$ cat config.mk
export PLATFORM = sky130hd
export DESIGN_NAME = seq_det_ctrl
export DESIGN_NICKNAME = d
export VERILOG_FILES = /design/src/rtl/seq_det_ctrl.sv
export SDC_FILE = /design/constraint.sdc
export NUM_CORES = 1
export LEC_CHECK = 0
export CAP_MARGIN = 20
export CELL_PAD_IN_SITES_DETAIL_PLACEMENT = 1
export CELL_PAD_IN_SITES_GLOBAL_PLACEMENT = 1
export CORE_MARGIN = 2
export CORE_UTILIZATION = 30
export CTS_CLUSTER_DIAMETER = 200
export DETAILED_ROUTE_END_ITERATION = 12
export MAX_ROUTING_LAYER = met4
export PLACE_DENSITY = 0.68
export SETUP_SLACK_MARGIN = 0.4
export SYNTH_ARGS = -nofsm -noshare
export SYNTH_HDL_FRONTEND = slang
export SYNTH_SLANG_ARGS = --single-unit
$ cat constraint.sdc
create_clock -name clk -period 5.5 [get_ports clk]
set_input_delay 0.825 -clock clk [delete_from_list [all_inputs] [get_ports clk]]
set_output_delay 0.825 -clock clk [all_outputs]
set_load 0.05 [all_outputs]
$ cat src/rtl/seq_det_ctrl.sv
// Programmable serial pattern detector controller: arm, run, count matches, stop at target.
// Define SEQ_DET_OVERLAP_EN for overlapping detection (default build is non-overlapping).
module seq_det_ctrl #(
    parameter int PAT_W = 4,
    parameter int CNT_W = 8
) (
    input  logic             clk,
    input  logic             rst,
    input  logic             cfg_we,
    input  logic [PAT_W-1:0] cfg_pat,
    input  logic [CNT_W-1:0] cfg_target,
    input  logic             start,
    input  logic             abort,
    input  logic             x_valid,
    input  logic             x,
    output logic             x_ready,
    output logic             busy,
    output logic             match,
    output logic [CNT_W-1:0] match_cnt,
    output logic             done,
    output logic [1:0]       state
);

    localparam int FILL_W = $clog2(PAT_W);
    localparam logic [FILL_W-1:0] FILL_MAX = FILL_W'(PAT_W - 1);
    localparam logic [PAT_W-1:0] PAT_RST =
        (PAT_W == 4) ? PAT_W'(4'b1101) : {1'b1, {(PAT_W-1){1'b0}}};

    typedef enum logic [1:0] {
        S_IDLE = 2'b00,
        S_ARM  = 2'b01,
        S_RUN  = 2'b10,
        S_DONE = 2'b11
    } state_t;

    state_t             state_reg, state_next;
    logic [PAT_W-2:0]   hist_reg;
    logic [FILL_W-1:0]  fill_reg;
    logic [PAT_W-1:0]   pat_reg;
    logic [CNT_W-1:0]   target_reg;
    logic [CNT_W-1:0]   cnt_reg;
    logic               match_reg;
    logic               done_reg;

    logic [PAT_W-1:0]   win;
    logic [PAT_W-1:0]   bit_eq;
    logic               accept;
    logic               hit;
    logic [CNT_W-1:0]   cnt_inc;
    logic               reached;

    assign accept  = x_valid && (state_reg == S_RUN);
    assign win     = {hist_reg, x};
    assign cnt_inc = cnt_reg + CNT_W'(1);
    assign reached = (target_reg != '0) && (cnt_inc == target_reg);

    generate
        for (genvar gi = 0; gi < PAT_W; gi++) begin : g_cmp
            assign bit_eq[gi] = win[gi] ~^ pat_reg[gi];
        end
    endgenerate

    // An abort in the same cycle discards the accepted bit entirely.
    assign hit = accept && !abort && (&bit_eq) && (fill_reg == FILL_MAX);

    always_ff @(posedge clk) begin
        if (rst) begin
            state_reg <= S_IDLE;
        end else begin
            state_reg <= state_next;
        end
    end

    always_comb begin
        state_next = state_reg;
        case (state_reg)
            S_IDLE: if (start) state_next = S_ARM;
            S_ARM:  state_next = abort ? S_IDLE : S_RUN;
            S_RUN: begin
                if (abort)
                    state_next = S_IDLE;
                else if (hit && reached)
                    state_next = S_DONE;
            end
            S_DONE: state_next = S_IDLE;
            default: state_next = S_IDLE;
        endcase
    end

    always_comb begin
        x_ready = (state_reg == S_RUN);
        busy    = (state_reg == S_ARM) || (state_reg == S_RUN);
    end

    always_ff @(posedge clk) begin
        if (rst) begin
            hist_reg   <= '0;
            fill_reg   <= '0;
            pat_reg    <= PAT_RST;
            target_reg <= CNT_W'(1);
            cnt_reg    <= '0;
            match_reg  <= 1'b0;
            done_reg   <= 1'b0;
        end else begin
            match_reg <= 1'b0;
            done_reg  <= 1'b0;
            case (state_reg)
                S_IDLE: begin
                    if (cfg_we) begin
                        pat_reg    <= cfg_pat;
                        target_reg <= cfg_target;
                    end
                end
                S_ARM: begin
                    hist_reg <= '0;
                    fill_reg <= '0;
                    cnt_reg  <= '0;
                end
                S_RUN: begin
                    if (accept && !abort) begin
                        if (hit) begin
                            match_reg <= 1'b1;
                            done_reg  <= reached;
                            cnt_reg   <= cnt_inc;
`ifdef SEQ_DET_OVERLAP_EN
                            hist_reg  <= win[PAT_W-2:0];
`else
                            hist_reg  <= '0;
                            fill_reg  <= '0;
`endif
                        end else begin
                            hist_reg <= win[PAT_W-2:0];
                            if (fill_reg != FILL_MAX)
                                fill_reg <= fill_reg + FILL_W'(1);
                        end
                    end
                end
                default: ;
            endcase
        end
    end

    assign match     = match_reg;
    assign done      = done_reg;
    assign match_cnt = cnt_reg;
    assign state     = state_reg;

endmodule
==> Word level (Yosys, flattened, before mapping) <==
Cells that the tools add are included.
Widths: inputs -> output; s select.
{ "op_classes": {"addsub": 2, "n_mul": 0, "n_div": 0, "order_cmp": 0, "eq_ne": 11, "shifts": 0, "muxes": 16, "bitwise": 7, "n_reduce_logical": 19} }
{ "ops": {"columns": ["cell", "n"], "rows": [
  ["$mux 8", 2],
  ["$pmux 8 s2", 1],
  ["$mux 2", 7],
  ["$add 8x1->8 const B", 1],
  ["$eq 8x8->1", 1],
  ["$pmux 2 s4", 1],
  ["$reduce_bool 8->1", 1],
  ["$eq 2x2->1 const B", 3],
  ["$logic_and 1x1->1", 6],
  ["$mux 3", 2],
  ["$pmux 3 s2", 1],
  ["$reduce_and 2->1", 3],
  ["$reduce_and 3->1", 2],
  ["$ne 2x1->1 const B", 2],
  ["$ne 2x2->1 const B", 2],
  ["$pmux 2 s2", 1],
  ["$reduce_and 4->1", 1],
  ["$reduce_or 4->1", 1],
  ["$xnor 1x1->1", 4],
  ["$ne 3x1->1 const B", 1],
  ["$ne 3x2->1 const B", 1],
  ["$not 1->1", 3],
  ["$reduce_or 3->1", 1],
  ["$add 2x1->2 const B", 1],
  ["other kinds (6)", 6]
]} }
{ "totals": {"register_bits": 29, "latch_bits": 0, "ram_bits": 0, "mem_bits_ro": 0, "inputBits": 19, "n_memories": 0} }

==> Depth between registers and ports, before layout <==
{ "logic_depth": {"depth_word": 9, "mapped_depth": 7, "depth_no_buf": 7} }

==> Worst setup path before layout <==
No wires, ideal clock.
{ "synth_path": {"path_kind": "flip-flop to flip-flop", "from": "reg state_reg[1] (netlist: state[1])", "to": "reg cnt_reg[2] (netlist: match_cnt[2])", "setup_ns": 0.070, "t_arrival_ns": 2.421, "required_ns": 5.430, "setup_slack_ns": 3.008, "stages_incl_launch_ff": 6, "n_path_buf": 1, "path_cell_list": "dfxtp_1 > ha_1 > clkbuf_1 > nand4_1 > or3b_2 > a21oi_1"} }
{ "synth_between": {"elab_chain_len": 7, "elab_cells_between_ends": 11, "classes_between": "4 x eq/ne; 1 x mux; 6 x reduce/logical"} }
{ "synth_rtl": {"columns": ["element", "line", "rtl"], "rows": [
  ["from (decl)", "36", "state_t state_reg, state_next;"],
  ["from (signal assigned)", "70", "state_reg <= state_next;"],
  ["$eq 2x2->1 *", null, null],
  ["net x_ready", "16", "output logic x_ready,"],
  ["$logic_and 1x1->1", "52", "assign accept = x_valid && (state_reg == S_RUN);"],
  ["$logic_and 1x1->1", "64, 120", null],
  ["$logic_and 1x1->1 (2 in series)", "64", "assign hit = accept && !abort && (&bit_eq) && (fill_reg == FILL_MAX);"],
  ["$ne 2x1->1 (no source line)", null, null],
  ["$reduce_and 3->1 (no source line)", null, null],
  ["to (signal assigned)", "124", "cnt_reg <= cnt_inc;"],
  ["to (decl)", "41", "logic [CNT_W-1:0] cnt_reg;"]
]} }
The timed path passes the listed nets; every way through them passes the cells marked *.
A chain may end at the register's enable or synchronous reset.

==> Worst setup path in the final report <==
{ "layout_path": {"from": "reg state_reg[0] (netlist: state[0])", "to": "out x_ready"} }
{ "layout_between": {"elab_chain_len": 1} }
{ "layout_rtl": {"columns": ["element", "line", "rtl"], "rows": [
  ["$eq 2x2->1", "91", "x_ready = (state_reg == S_RUN);"],
  ["to (decl)", "16", null]
]} }
Every way passes these cells.

==> results.md <==
* Outcome: complete, no violations
* Setup repair after global routing missed its margin: no
* Post-route cell area at 2020 um^2
* Number of hold buffers added after CTS at 0
* Critical path's largest stage delay at 0.89 ns
* Top achievable clock speed at 343 MHz
* Proportion of power drawn by combinational gates at 0.160
* Clock period minus worst slack at 2.91 ns
* Final setup violating endpoints at 0
* Top cell type's share of synthesized area at 0.381
* Num CTS Buffers at 5
* CP Launch Type: flip-flop
* Internal Pwr Total at 404 uW
* Number of endpoints with negative hold slack in the final report at 0
* Floorplan core area at 4820 um^2
* Proportion of synthesized flip-flops having asynchronous set or reset at 0
* Number of nets in the layout at 244
* Clock power frac at 0.426
* Share of total power in sequential cells at 0.414
* Final worst path period share at 0.529
* Wire length after detailed routing at 3960 um
* Required time of the critical path at 4.68 ns
* Number of DRC violations after detailed-routing iteration 0 at 78
* Sequential area share after synthesis at 0.381
* Class of the tightest hold or removal check: reg2reg
* Global-route usage over all layers at 0.161
* Critical path data arrival time at 2.09 ns
* Post-Synthesis Net Count at 211
* Cell Count Post-Placement at 279
* Avg WL per Cell at 13.8 um
* Cell family contributing the most delay on the critical path: buffers and inverters
* Post-synthesis cell area at 1520 um^2
* P_sw at 144 uW
* Global-route wire length before repair at 6580 um
* Number of warnings printed during yosys synthesis at 0
* Top_reg_cell synth: dfxtp_1
* Per-cell via count in the routed design at 4.91
* Setup_tns at 0 ns
* Total of buffers placed on input and output ports at 32
* Number of post-CTS setup repair buffers at 0
* Largest area contributor in the netlist: dfxtp_1
* CP startpoint: state[0]
* Endpoint kind of the worst setup timing path: primary output
* Row cnt at 25
* Dominant cells by area after synthesis: dfxtp_1, nand2_1, a21oi_1
* Critical path cell sequence: inv_1 > ha_1 > clkdlybuf4s50_1
* Grt ovf at 0
* DR vias at 1409
* Number of DRC violations after detailed routing at 0
* Hold wc startpoint: hist_reg[2]
* Source of the worst register-to-register timing path: match_cnt[0]
* HPWL Detailed at 3000 um
* Standard cell with the maximum stage delay on the critical path: clkdlybuf4s50_1
* Power consumption at 548 uW
* Number of maximum-capacitance constraint violations at 0
* Antenna Diode Count at 0
* Leakage Power at 0.000727 uW
* Count of placed standard cells in the final layout, fillers left out at 287
* Number of cells produced by synthesis at 186
* Clock-pin transition on the worst setup and hold timing paths at 0.06 ns
* First-pass detailed-route iteration total at 4
* Number of nets still failing antenna checks after routing at 0
* Antenna violations before repair at 0
* Gates resized, CTS repair at 0
* Most used standard cells in the synthesized netlist: nand2_1, dfxtp_1, a21oi_1
* Fin Hold WS at 0.466 ns
* Initial core utilization at 0.316
* Most frequent cell after synthesis: nand2_1
* Peak fanout along the critical path at 13
* Path type of the worst setup path: reg2out
* Switching Fraction at 0.262
* Clock tree from TritonCTS: built
* Clk_lat worst skew at 0.29 ns
* Maximum number of pins on one net before global-route repair at 26
* Post-synthesis average cell area at 8.19 um^2
* Cell variety after synth at 40
* Total placed instance area at 1900 um^2
* Die width at 75.3 um
* Clock Sinks at 29
* Number of ports placed on the die boundary at 33
* Routability-driven placement congestion ratio at 0.835
* P&R area growth vs syn at 32.4%
* Max-slew headroom at 0.359
* Power Dens Cells at 271 nW/um^2
* Count of buffering cells on the critical path with inverters included at 2
* Number of global-route vias before repair at 1378
* Post-route clock skew at 0.00495 ns
* Worst-case vdd ir drop at 0.0917 mV
* Die outline height at 75.3 um
* Clk Tree Root Cell: clkbuf_8
* Number of flops mapped to enable cells by yosys at 0
* Total die area at 5670 um^2
* Proportion of layout cells with a drive suffix above 1 at 0.0727
* Slew Viols, Final at 0
* Synthesis-stage register bit count at 29
* Worst Tran Pin Value at 0.958 ns
* Max clock buf depth at 2
* CTS H-tree lvls at 2
final timing paths:
kind / to / slack, ns / depth (start not counted)
worst min register to register: hist_reg[2] / 0.47 / 2
worst min-delay path: hist_reg[2] / 0.47 / 2
worst max-delay path: x_ready / 2.59 / 3
worst max register to register: state[1] / 3.12 / 7
cells by family (layout without fill, tap and decap cells):
logic type / count (synthesis) / in the layout / synth area share
compound gates: 37 / 37 / 0.143
flops: 29 / 29 / 0.381
buf+inv: 10 / 44 / 0.0296
mux: 4 / 4 / 0.0279
fa+ha+maj: 6 / 6 / 0.0493
simple gates: 86 / 86 / 0.289
xor+xnor: 14 / 14 / 0.0805
tightest hold or removal path: cells and delay by family, from the launching register on:
kind | cells | cell delay, ns
flip-flops | 1 | 0.32
AND/OR/NAND/NOR | 1 | 0.06
AO/OA/AOI/OAI | 1 | 0.05
placed cells by master (no fill, tap or decap), types with 7 or more instances in the layout:
cell,instances
dfxtp_1,29
nor2_1,10
clkdlybuf4s50_1,32
nand3_1,10
a21oi_1,22
xnor2_1,10
nand2_1,34
o21ai_0,7
through the flow:
stage                     setup WS (ns)   util
after floorplan                    3.01      -
after global placement             2.57  0.394
after detailed placement           2.51  0.394
after CTS                          2.58  0.419
after global routing               2.50  0.419
final                              2.59  0.419
layer usage:
layer,track usage,share of wire,up-vias
li1,-,-,725
met1,0.224,0.52,645
met2,0.222,0.43,35
met3,0.0522,0.042,4
met4,0.0468,0.013,0
met5,-,0,-
power by group through the flow:
stage	clock, uW	combinational (uW)	sequential (uW)
2_1_floorplan	0	53.5	233
3_3_place_gp	0	87.9	231
3_5_place_dp	0	88.8	232
4_1_cts	238	89.3	227
5_1_grt	250	99.1	228
6_report	233	87.6	227
area by class of cell:
cell class	count	area [um^2]
Clock buffer	6	82.6
Clock inverter	2	37.5
Fill cell	606	2800
Inverter	4	15.0
Multi-Input combinational cell	147	898
Sequential cell	29	581
Tap cell	67	83.8
Timing Repair Buffer	32	320
Power figures use the tool's default switching activity.
